### src/rtl/mul_seq_pkg.sv
// Shared state encoding and ALU opcode constants for the iterative multiplier.
package mul_seq_pkg;
  typedef enum logic [1:0] {
    IDLE = 2'd0,
    RUN  = 2'd1,
    DONE = 2'd2
  } state_e;

  localparam logic [3:0] ALU_ADD  = 4'b0000;
  localparam logic [3:0] ALU_SUB  = 4'b0001;
  localparam logic [3:0] ALU_AND  = 4'b0010;
  localparam logic [3:0] ALU_OR   = 4'b0011;
  localparam logic [3:0] ALU_XOR  = 4'b0100;
  localparam logic [3:0] ALU_SLT  = 4'b0101;
  localparam logic [3:0] ALU_SLL  = 4'b0110;
  localparam logic [3:0] ALU_SRL  = 4'b0111;
  localparam logic [3:0] ALU_BEQ  = 4'b1000;
  localparam logic [3:0] ALU_BNE  = 4'b1001;
endpackage

### src/rtl/alu_mul_sequencer.sv
// Shift-add RV32 MUL controller borrowing the execute ALU as its adder.
// Optional MUL_EARLY_EXIT_EN: finish as soon as the remaining multiplier bits are all zero.
module alu_mul_sequencer
  import mul_seq_pkg::*;
#(
  parameter int         WIDTH      = 32,
  parameter logic [3:0] ALU_ADD_OP = ALU_ADD
) (
  input  logic             clk,
  input  logic             reset,
  input  logic             start_i,
  input  logic [WIDTH-1:0] multiplicand_i,
  input  logic [WIDTH-1:0] multiplier_i,
  output logic [3:0]       alu_op_o,
  output logic [WIDTH-1:0] alu_a_o,
  output logic [WIDTH-1:0] alu_b_o,
  input  logic [WIDTH-1:0] alu_result_i,
  output logic             busy_o,
  output logic             done_o,
  output logic [WIDTH-1:0] product_o
);
  localparam int CW = $clog2(WIDTH);

  state_e           state_q, state_d;
  logic [WIDTH-1:0] acc_q, acc_d;
  logic [WIDTH-1:0] mcand_q, mcand_d;
  logic [WIDTH-1:0] mplier_q, mplier_d;
  logic [WIDTH-1:0] product_q, product_d;
  logic [CW-1:0]    cnt_q, cnt_d;
  logic             last_iter;

  always_comb begin
    last_iter = (cnt_q == CW'(WIDTH - 1));
`ifdef MUL_EARLY_EXIT_EN
    last_iter = last_iter || (mplier_q[WIDTH-1:1] == '0);
`endif
  end

  assign alu_op_o = ALU_ADD_OP;
  assign alu_a_o  = (state_q == RUN) ? acc_q : '0;
  assign alu_b_o  = ((state_q == RUN) && mplier_q[0]) ? mcand_q : '0;

  always_comb begin
    state_d   = state_q;
    acc_d     = acc_q;
    mcand_d   = mcand_q;
    mplier_d  = mplier_q;
    product_d = product_q;
    cnt_d     = cnt_q;
    case (state_q)
      IDLE: begin
        if (start_i) begin
          mcand_d  = multiplicand_i;
          mplier_d = multiplier_i;
          acc_d    = '0;
          cnt_d    = '0;
          state_d  = RUN;
        end
      end
      RUN: begin
        acc_d    = alu_result_i;
        mcand_d  = mcand_q << 1;
        mplier_d = mplier_q >> 1;
        cnt_d    = cnt_q + 1'b1;
        if (last_iter) begin
          product_d = alu_result_i;
          state_d   = DONE;
        end
      end
      DONE:    state_d = IDLE;
      default: state_d = IDLE;
    endcase
  end

  always_ff @(posedge clk or negedge reset) begin
    if (!reset) begin
      state_q   <= IDLE;
      acc_q     <= '0;
      mcand_q   <= '0;
      mplier_q  <= '0;
      product_q <= '0;
      cnt_q     <= '0;
    end else begin
      state_q   <= state_d;
      acc_q     <= acc_d;
      mcand_q   <= mcand_d;
      mplier_q  <= mplier_d;
      product_q <= product_d;
      cnt_q     <= cnt_d;
    end
  end

  assign busy_o    = (state_q != IDLE);
  assign done_o    = (state_q == DONE);
  assign product_o = product_q;
endmodule

### config.mk
export PLATFORM = sky130hd
export DESIGN_NAME = alu_mul_sequencer
export DESIGN_NICKNAME = d
export VERILOG_FILES = /design/src/rtl/mul_seq_pkg.sv /design/src/rtl/alu_mul_sequencer.sv
export SDC_FILE = /design/constraint.sdc
export NUM_CORES = 1
export LEC_CHECK = 0
export CAP_MARGIN = 10
export CORE_MARGIN = 3
export CORE_UTILIZATION = 47
export DETAILED_ROUTE_END_ITERATION = 8
export PLACE_DENSITY = 0.79
export REMOVE_ABC_BUFFERS = 1
export SYNTH_ARGS = -nofsm -noshare
export SYNTH_HDL_FRONTEND = slang
export SYNTH_SLANG_ARGS = --single-unit
### constraint.sdc
create_clock -name clk -period 1.9 [get_ports clk]
set_input_delay 0.19 -clock clk [delete_from_list [all_inputs] [get_ports clk]]
set_output_delay 0.19 -clock clk [all_outputs]
set_load 0.05 [all_outputs]
Word-level counts from Yosys, hierarchy flattened
Index checks and enable logic that the tools add are counted.

storage, ports and cells
  output and inout port bits = 102
  register bits after elaboration = 135
  word-level logic and storage cells = 32

cells by class
  equal/unequal tests = 5
  $add $sub $neg = 1
  mux-type cells = 13
  reductions and logical operators = 7

operators with widths
  operator               count
  $pmux W32 S2           3
  $mux W32               5
  $pmux W5 S2            1
  $reduce_and A2 Y1      3
  $add A5 B1 Y5 const B  1
  $eq A5 B5 Y1 const B   1
  $mux W5                1
  $mux W2                2
  $ne A2 B2 Y1 const B   2
  $pmux W2 S2            1
  $reduce_bool A2 Y1     2
  $eq A2 B1 Y1 const B   1
  $eq A2 B2 Y1 const B   1
  $logic_not A2 Y1       1
  $logic_and A1 B1 Y1    1

Longest topological paths before layout
Gate-level depths: netlist of the first run.

  depth after elaboration = 3
  depth in mapped cells = 7
  gate-level depth less buffers = 5

Least setup slack after synthesis of the first run
No wires, ideal clock.

  kind = register to register
  start point = register cnt_q[0]
  end point = register product_q[10], in the netlist product_o[10]
  period minus slack after synthesis = 1.715 ns
  stages on the path, launching flop included = 7
  setup slack = 0.185 ns
  arrival time = 1.590 ns
  data required time = 1.775 ns
  setup time = 0.125 ns
  cells stage by stage = dfrtp_1 -> ha_1 -> and3_1 -> ha_1 -> nand2_2 -> buf_6 -> mux2_4

between the ends
  cells in the longest elaborated chain, start to end = 2

ends and longest elaborated chain
  what                         RTL line                 source
  from (decl)                  alu_mul_sequencer.sv:29  logic [CW-1:0] cnt_q, cnt_d;
  from (signal assigned)       alu_mul_sequencer.sv:89  cnt_q <= cnt_d;
  $eq A5 B5 Y1                 alu_mul_sequencer.sv:33  last_iter = (cnt_q == CW'(WIDTH - 1));
  $reduce_and A2 Y1 (no line)  --
  to (signal assigned)         alu_mul_sequencer.sv:88  product_q <= product_d;
  to (decl)                    alu_mul_sequencer.sv:28  logic [WIDTH-1:0] product_q, product_d;

Every way passes these cells.
A chain may end at the register's enable or synchronous reset.

Worst setup path in the final report of the first run
  start point = register state_q[0]
  end point = register mcand_q[28]

between the ends
  cells in the longest elaborated chain, start to end = 3
  elaborated cells on any way between the ends = 6

ends and longest elaborated chain
  what                                                          RTL line                 source
  from (decl)                                                   alu_mul_sequencer.sv:24  state_e state_q, state_d;
  from (signal assigned)                                        alu_mul_sequencer.sv:84  state_q <= state_d;
  $eq A2 B1 Y1 or $logic_not A2 Y1 (tied branches)              alu_mul_sequencer.sv:50  case (state_q)
  $reduce_bool A2 Y1 (no line) or $ne A2 B2 Y1 (tied branches)  --
  $reduce_and A2 Y1 (no line)                                   --
  to (signal assigned)                                          alu_mul_sequencer.sv:86  mcand_q <= mcand_d;
  to (decl)                                                     alu_mul_sequencer.sv:26  logic [WIDTH-1:0] mcand_q, mcand_d;

Several ways; a longest one is shown, not always the timed one.

==> results.sh, run 1 <==
export IMPL_final_area_mm2=0.0103
export IMPL_drc_errors=0
export IMPL_r2r_start="state_q[0]$_DFFE_PN0P_"
export IMPL_worstSetupStartpoint="state_q[0]$_DFFE_PN0P_"
export IMPL_wl_met2_um=11000
export IMPL_die_area_mm2=0.0149
export IMPL_place_hpwl_um=12500
export IMPL_p_leak_nw=4.47
export IMPL_p_int_mw=11.0
export IMPL_r2r_cells=8
export IMPL_ir_drop_mv=1.33
export IMPL_initial_core_util=0.490
export IMPL_arrival_ps=2240
export IMPL_grt_pass1_vias=5816
export IMPL_grt_max_degree=70
export IMPL_coreArea_mm2=0.0129
export IMPL_first_iter_violations=615
export IMPL_status="finished, violations left"
export IMPL_avgSynthCellArea_um2=10.9
export IMPL_viasPerCell=5.88
export IMPL_rows=41
export IMPL_powerDensity_mw_per_mm2=1780
export IMPL_fin_worst_skew_ps=4.81
export IMPL_routed_top_layer="met4"
export IMPL_critPathLaunchType="flip-flop"
export IMPL_hp_class="in2async"
export IMPL_critPathKind="reg2reg"
export IMPL_cts_tree="yes"
export IMPL_area_delta_synth_final_pct=63.1
export IMPL_yosysWarnings=0
export IMPL_switching_power_mw=7.45
export IMPL_setup_viol=30
export IMPL_fin_crit_sh=1.03
export IMPL_cts_inserted_buffers=17
export IMPL_rsz0062_at_grt="true"
export IMPL_clock_tree_root_cell="clkbuf_16"
export IMPL_wl_met1_um=7770
export IMPL_p_seq_frac=0.264
export IMPL_port_buffers=196
export IMPL_p_clk_frac=0.182
export IMPL_wl_um=20600
export IMPL_antenna_found_initial=0
export IMPL_pin_count=201
export IMPL_worst_setup_path_end_kind="flip-flop"
export IMPL_avgRoutedWirePerCell_um=21.3
export IMPL_finalCriticalPeriod_ps=1960
export IMPL_ys_seq_area_frac=0.533
export IMPL_die_w_um=122
export IMPL_htree_num_levels=4
export IMPL_fill_cells=742
export IMPL_grtUsageTotal=0.278
export IMPL_fin_ws_ps=-56.7
export IMPL_clockBufferDepth=2
export IMPL_hold_viol=0
export IMPL_post_synth_num_cell_types=34
export IMPL_place_area_mm2=0.00910
export IMPL_die_h_um=122
export IMPL_final_max_slew_viol_count=0
export IMPL_worstMarginPinSlew_ps=567
export IMPL_place_gp_congestion=0.809
export IMPL_firstDrtPassIters=5
export IMPL_route_vias_total=5693
export IMPL_netlist_area_mm2=0.00634
export IMPL_clkTransAtPathRegs_ps=60
export IMPL_cp_required_ps=2180
export IMPL_failed_checks="setup timing"
export IMPL_max_cap_violations=0
export IMPL_nets=884
export IMPL_synth_cells=582
export IMPL_swShare=0.404
export IMPL_clkSinkCount=135
export IMPL_diodes=0
export IMPL_fmax_mhz=511
export IMPL_worstSkewPairLatency_ps=420
export IMPL_ant_nets=0
export IMPL_cp_max_fo=14
export IMPL_timing_hold_ws_ps=290
export IMPL_combPwrFrac=0.555
export IMPL_seqCellArea_mm2=0.00338
export IMPL_gr_total_overflow=0
export IMPL_wl_met3_um=1060
export IMPL_maxSlewHeadroom=0.621
export IMPL_drive_gt1_frac=0.278
export IMPL_synth_seq_cells=135
export IMPL_grt_pass1_wl_um=31900
export IMPL_multiInputGateArea_mm2=0.00286
-- routing by layer --
metal  GRT usage  up-vias
li1            -     2501
met1       0.333     2895
met2       0.482      238
met3      0.0585       59
met4       0.126        0
met5           0        -
-- worst max-delay path, cell delays in order (launching register included) --
cell and delay, ps:
dfrtp_2 420, and2b_4 220, buf_4 150, buf_12 140
buf_4 130, buf_4 120, bufbuf_16 280, a22oi_1 210
o21ai_0 150
-- stage by stage --
| stage | setup WS, ps | std cells | util | power (mW) | setup TNS (ps) |
|---|---|---|---|---|---|
| after global placement | 104 | 913 | 0.704 | 13.5 | 0 |
| after floorplan | -1770 | 526 | - | 9.67 | -262360 |
| final | -56.7 | 968 | 0.800 | 18.4 | -987 |
| after global routing | -141 | 968 | 0.800 | 19.2 | -3820 |
| after CTS | -74.1 | 962 | 0.789 | 18.2 | -1660 |
| after detailed placement | 49.1 | 913 | 0.704 | 13.8 | 0 |
-- cell usage in the layout (no fill, tap or decap), types with 6 or more instances in the layout --
| master | n |
|---|---|
| buf_12 | 79 |
| mux2_2 | 7 |
| a22o_1 | 34 |
| o21ai_1 | 27 |
| dfrtp_1 | 132 |
| mux2_4 | 10 |
| nand2_1 | 23 |
| buf_4 | 18 |
| a21oi_1 | 45 |
| a22oi_1 | 57 |
| mux2_1 | 15 |
| o21ai_0 | 38 |
| clkdlybuf4s50_1 | 129 |
| and3_1 | 6 |
| and2_4 | 27 |
| nor2b_1 | 45 |
| clkbuf_16 | 18 |
| and3_4 | 27 |
-- power groups by stage --
stage	registers, mW	clock network [mW]	logic, mW
floorplan	5.95	0	3.72
global placement	4.71	0	8.77
finish	4.86	3.35	10.2
global route	4.99	3.52	10.7
detailed placement	4.80	0	8.96
CTS	4.80	3.38	10.0
-- registers in the layout, summed over array words and instances (netlist names) --
name	count
acc_q	32
cnt_q	5
mcand_q	32
mplier_q	32
product_o	32
state_q	2
-- cell families (layout without fill, tap and decap cells) --
group | after synthesis | in the layout | share of synthesized area
AO/OA/AOI/OAI | 208 | 208 | 0.212
multiplexers | 34 | 34 | 0.0659
AND/OR/NAND/NOR | 140 | 140 | 0.129
other | 1 | 4 | 0.000591
adder cells (fa/ha/maj) | 2 | 2 | 0.00395
flip-flops | 135 | 135 | 0.533
buffers and inverters | 62 | 273 | 0.0551
-- synthesized netlist by cell type (all sizes together) --
| cell type | n | area share |
|---|---|---|
| o21ai | 65 | 0.051 |
| or2 | 1 | 0.00099 |
| dfrtp | 135 | 0.53 |
| and3 | 33 | 0.033 |
| nor2 | 1 | 0.00059 |
| a21oi | 45 | 0.036 |
| a32o | 1 | 0.0016 |
| clkbuf | 21 | 0.013 |
| inv | 3 | 0.0018 |
| ha | 2 | 0.0039 |
| and2b | 1 | 0.0016 |
| a31oi | 1 | 0.00099 |
| nor3b | 1 | 0.0012 |
| o21bai | 1 | 0.0012 |
| nor2b | 46 | 0.045 |
| a22oi | 60 | 0.073 |
| mux2 | 32 | 0.063 |
| buf | 38 | 0.040 |
| a41oi | 1 | 0.0014 |
| nand3 | 1 | 0.00079 |
| a22o | 34 | 0.047 |
| and2 | 32 | 0.032 |
| nand2 | 24 | 0.015 |
| conb | 1 | 0.00059 |
| mux2i | 2 | 0.0032 |
-- path summary, 6_finish.rpt --
kind / end / slack [ps]
max reg2reg: mcand_q[28]$_DFFE_PN0P_ / -60
min reg2reg: product_o[22]$_DFFE_PN0P_ / 490
max: mcand_q[28]$_DFFE_PN0P_ / -60
max in group asynchronous: mcand_q[21]$_DFFE_PN0P_ / 970
min in group clk: mcand_q[24]$_DFFE_PN0P_ / 380
min: acc_q[2]$_DFFE_PN0P_ / 290
-- repair_timing --
item                                   in CTS  in global routing
gates cloned                                7                  1
setup endpoints to repair                  57                 88
pin swaps                                  20                  2
setup buffers                               9                  8
resized for setup                          50                 30
endpoints found under the hold margin      48                  0
hold buffers                                1                  0
-- cell type report --
class                      count  area share
multi-input combinational    388       0.276
tap                          172      0.0208
sequential                   135       0.327
inverter                       3     0.00109
clock buffer                  23      0.0462
clock inverter                 9      0.0119
timing repair buffer         238       0.317
Note: power is estimated with default switching activity, not from simulation.
==> inputs of run 2 (changes only) <==
--- a/config.mk
+++ b/config.mk
@@ -10,4 +10,5 @@
 export CORE_UTILIZATION = 47
 export DETAILED_ROUTE_END_ITERATION = 8
+export MAX_ROUTING_LAYER = met4
 export PLACE_DENSITY = 0.79
 export REMOVE_ABC_BUFFERS = 1
==> constraint.sdc (replaced) <==
create_clock -name clk -period 1.9 [get_ports clk]
set_input_delay 0.475 -clock clk [delete_from_list [all_inputs] [get_ports clk]]
set_output_delay 0.475 -clock clk [all_outputs]
set_load 0.05 [all_outputs]
==> run 2 against run 1 <==
  * First-iteration DRC count is 3.7% higher
  * Largest power group unchanged
  * Via count rose by 3.4%
  * Count of clock-buffer cells in the layout shrank 1
  * Die area is the same
  * The flow still finishes with violations (setup timing)
  * Clock skew is 2.9 ps higher
  * Register-to-register slack improved by 30 ps
==> results.sh, run 2 (synthesis results as in run 1) <==
export IMPL_status="finished, violations left"
export IMPL_failed_checks="setup timing"
export IMPL_worstSkewPairLatency_ps=420
export IMPL_grt_pass1_wl_um=30600
export IMPL_cp_required_ps=1420
export IMPL_worst_setup_path_end_kind="primary output"
export IMPL_fin_ws_ps=-305
export IMPL_grt_pass1_vias=5734
export IMPL_timing_hold_ws_ps=490
export IMPL_avgRoutedWirePerCell_um=22.3
export IMPL_final_cell_mix="133 x dfrtp_1, 97 x clkdlybuf4s50_1, 74 x buf_12"
export IMPL_fin_setup_tns_ps=-17820
export IMPL_hold_viol=0
export IMPL_cts_inserted_buffers=17
export IMPL_final_max_slew_viol_count=0
export IMPL_r2r_slack_ps=-30
export IMPL_area_delta_synth_final_pct=65.4
export IMPL_final_area_mm2=0.0105
export IMPL_arrival_ps=1730
export IMPL_rsz0062_at_grt="true"
export IMPL_clockBufferDepth=2
export IMPL_fmax_mhz=453
export IMPL_p_leak_nw=4.62
export IMPL_clock_tree_root_cell="clkbuf_16"
export IMPL_cp_max_fo=13
export IMPL_place_gp_congestion=0.848
export IMPL_die_w_um=122
export IMPL_fill_cells=676
export IMPL_p_seq_frac=0.265
export IMPL_wl_um=22000
export IMPL_rows=41
export IMPL_htree_num_levels=4
export IMPL_viasPerCell=5.96
export IMPL_hp_class="reg2reg"
export IMPL_place_hpwl_um=12800
export IMPL_clkTransAtPathRegs_ps=50
export IMPL_p_clk_frac=0.182
export IMPL_antenna_found_initial=0
export IMPL_setup_viol=86
export IMPL_initial_core_util=0.490
export IMPL_layout_commonest_cell="dfrtp_1"
export IMPL_utilization=0.811
export IMPL_first_iter_violations=638
export IMPL_coreArea_mm2=0.0129
export IMPL_finalCriticalPeriod_ps=2210
export IMPL_firstDrtPassIters=5
export IMPL_critPathLaunchType="flip-flop"
export IMPL_cts_tree="yes"
export IMPL_ir_drop_mv=1.10
export IMPL_port_buffers=196
export IMPL_drc_errors=0
export IMPL_r2r_cells=6
export IMPL_ant_nets=0
export IMPL_diodes=0
export IMPL_p_int_mw=10.9
export IMPL_pin_count=201
export IMPL_route_vias_total=5887
export IMPL_critPathKind="reg2out"
export IMPL_powerDensity_mw_per_mm2=1760
export IMPL_gr_total_overflow=0
export IMPL_grtUsageTotal=0.275
export IMPL_fin_crit_sh=1.16
export IMPL_die_h_um=122
export IMPL_combPwrFrac=0.553
export IMPL_switching_power_mw=7.57
export IMPL_max_cap_violations=0
export IMPL_drive_gt1_frac=0.346
export IMPL_grt_max_degree=48
export IMPL_die_area_mm2=0.0149
export IMPL_whs_path_depth=1
export IMPL_clkSinkCount=135
export IMPL_nets=904
export IMPL_swShare=0.410
export IMPL_fin_worst_skew_ps=7.69
export IMPL_place_area_mm2=0.00909
## run 2: routing by layer
metal,track usage,vias to the layer above,routed length [um],part of all wire
li1,-,2537,-,-
met1,0.310,2964,7990,0.36
met2,0.467,320,11800,0.53
met3,0.0585,66,1400,0.063
met4,0.129,0,864,0.039
met5,-,-,0,0
## run 2: power by group through the flow
| stage | clock network, mW | registers, mW | logic (mW) |
|---|---|---|---|
| floorplan | 0 | 5.95 | 3.72 |
| global placement | 0 | 4.71 | 8.69 |
| detailed placement | 0 | 4.79 | 8.87 |
| CTS | 3.40 | 4.80 | 9.44 |
| global route | 3.54 | 5.00 | 10.6 |
| finish | 3.37 | 4.89 | 10.2 |
## run 2: layout make-up
class	instances	area [um2]	area share
Sequential cell	135	3380	0.322
Clock inverter	9	123	0.0117
Timing Repair Buffer	258	3370	0.322
Clock buffer	22	484	0.0462
Inverter	3	11.3	0.00107
Multi-Input combinational cell	388	2900	0.276
Tap cell	172	215	0.0205
## run 2: final timing paths
check,startpoint,to
max in group asynchronous,reset,state_q[1]$_DFFE_PN0P_
setup / recovery,state_q[1]$_DFFE_PN0P_,alu_a_o[23]
hold reg to reg,product_o[15]$_DFFE_PN0P_,product_o[15]$_DFFE_PN0P_
hold / removal,product_o[15]$_DFFE_PN0P_,product_o[15]$_DFFE_PN0P_
setup reg to reg,cnt_q[0]$_DFFE_PN0P_,product_o[29]$_DFFE_PN0P_
min in group asynchronous,reset,acc_q[19]$_DFFE_PN0P_
## run 2: per-stage QoR
step                      std cells  total power [mW]  setup WS [ps]
after floorplan                 526              9.67          -1770
after global placement          922              13.4           67.1
after detailed placement        922              13.7           19.5
after CTS                       965              17.6           -310
after global routing            987              19.2           -341
final                           987              18.5           -305
## run 2: critical path: stages, from the launching register on
cell and delay (ps):
dfrtp_2 400, and2b_4 270, buf_6 160, clkbuf_16 180
and2_4 170, buf_12 130
## run 2: timing repair
item	in CTS	in global routing
buffers inserted	7	16
endpoints found under the setup margin	66	89
endpoints found under the hold margin	22	0
resized for setup	43	41
hold buffers	1	0
pin swaps	4	4
cloned	4	8
==> inputs of run 3 (changes only) <==
- GPL_ROUTABILITY_DRIVEN: unset -> 1
==> results of run 3 <==
Final layout, timing and power as in run 2 (identical DEF).
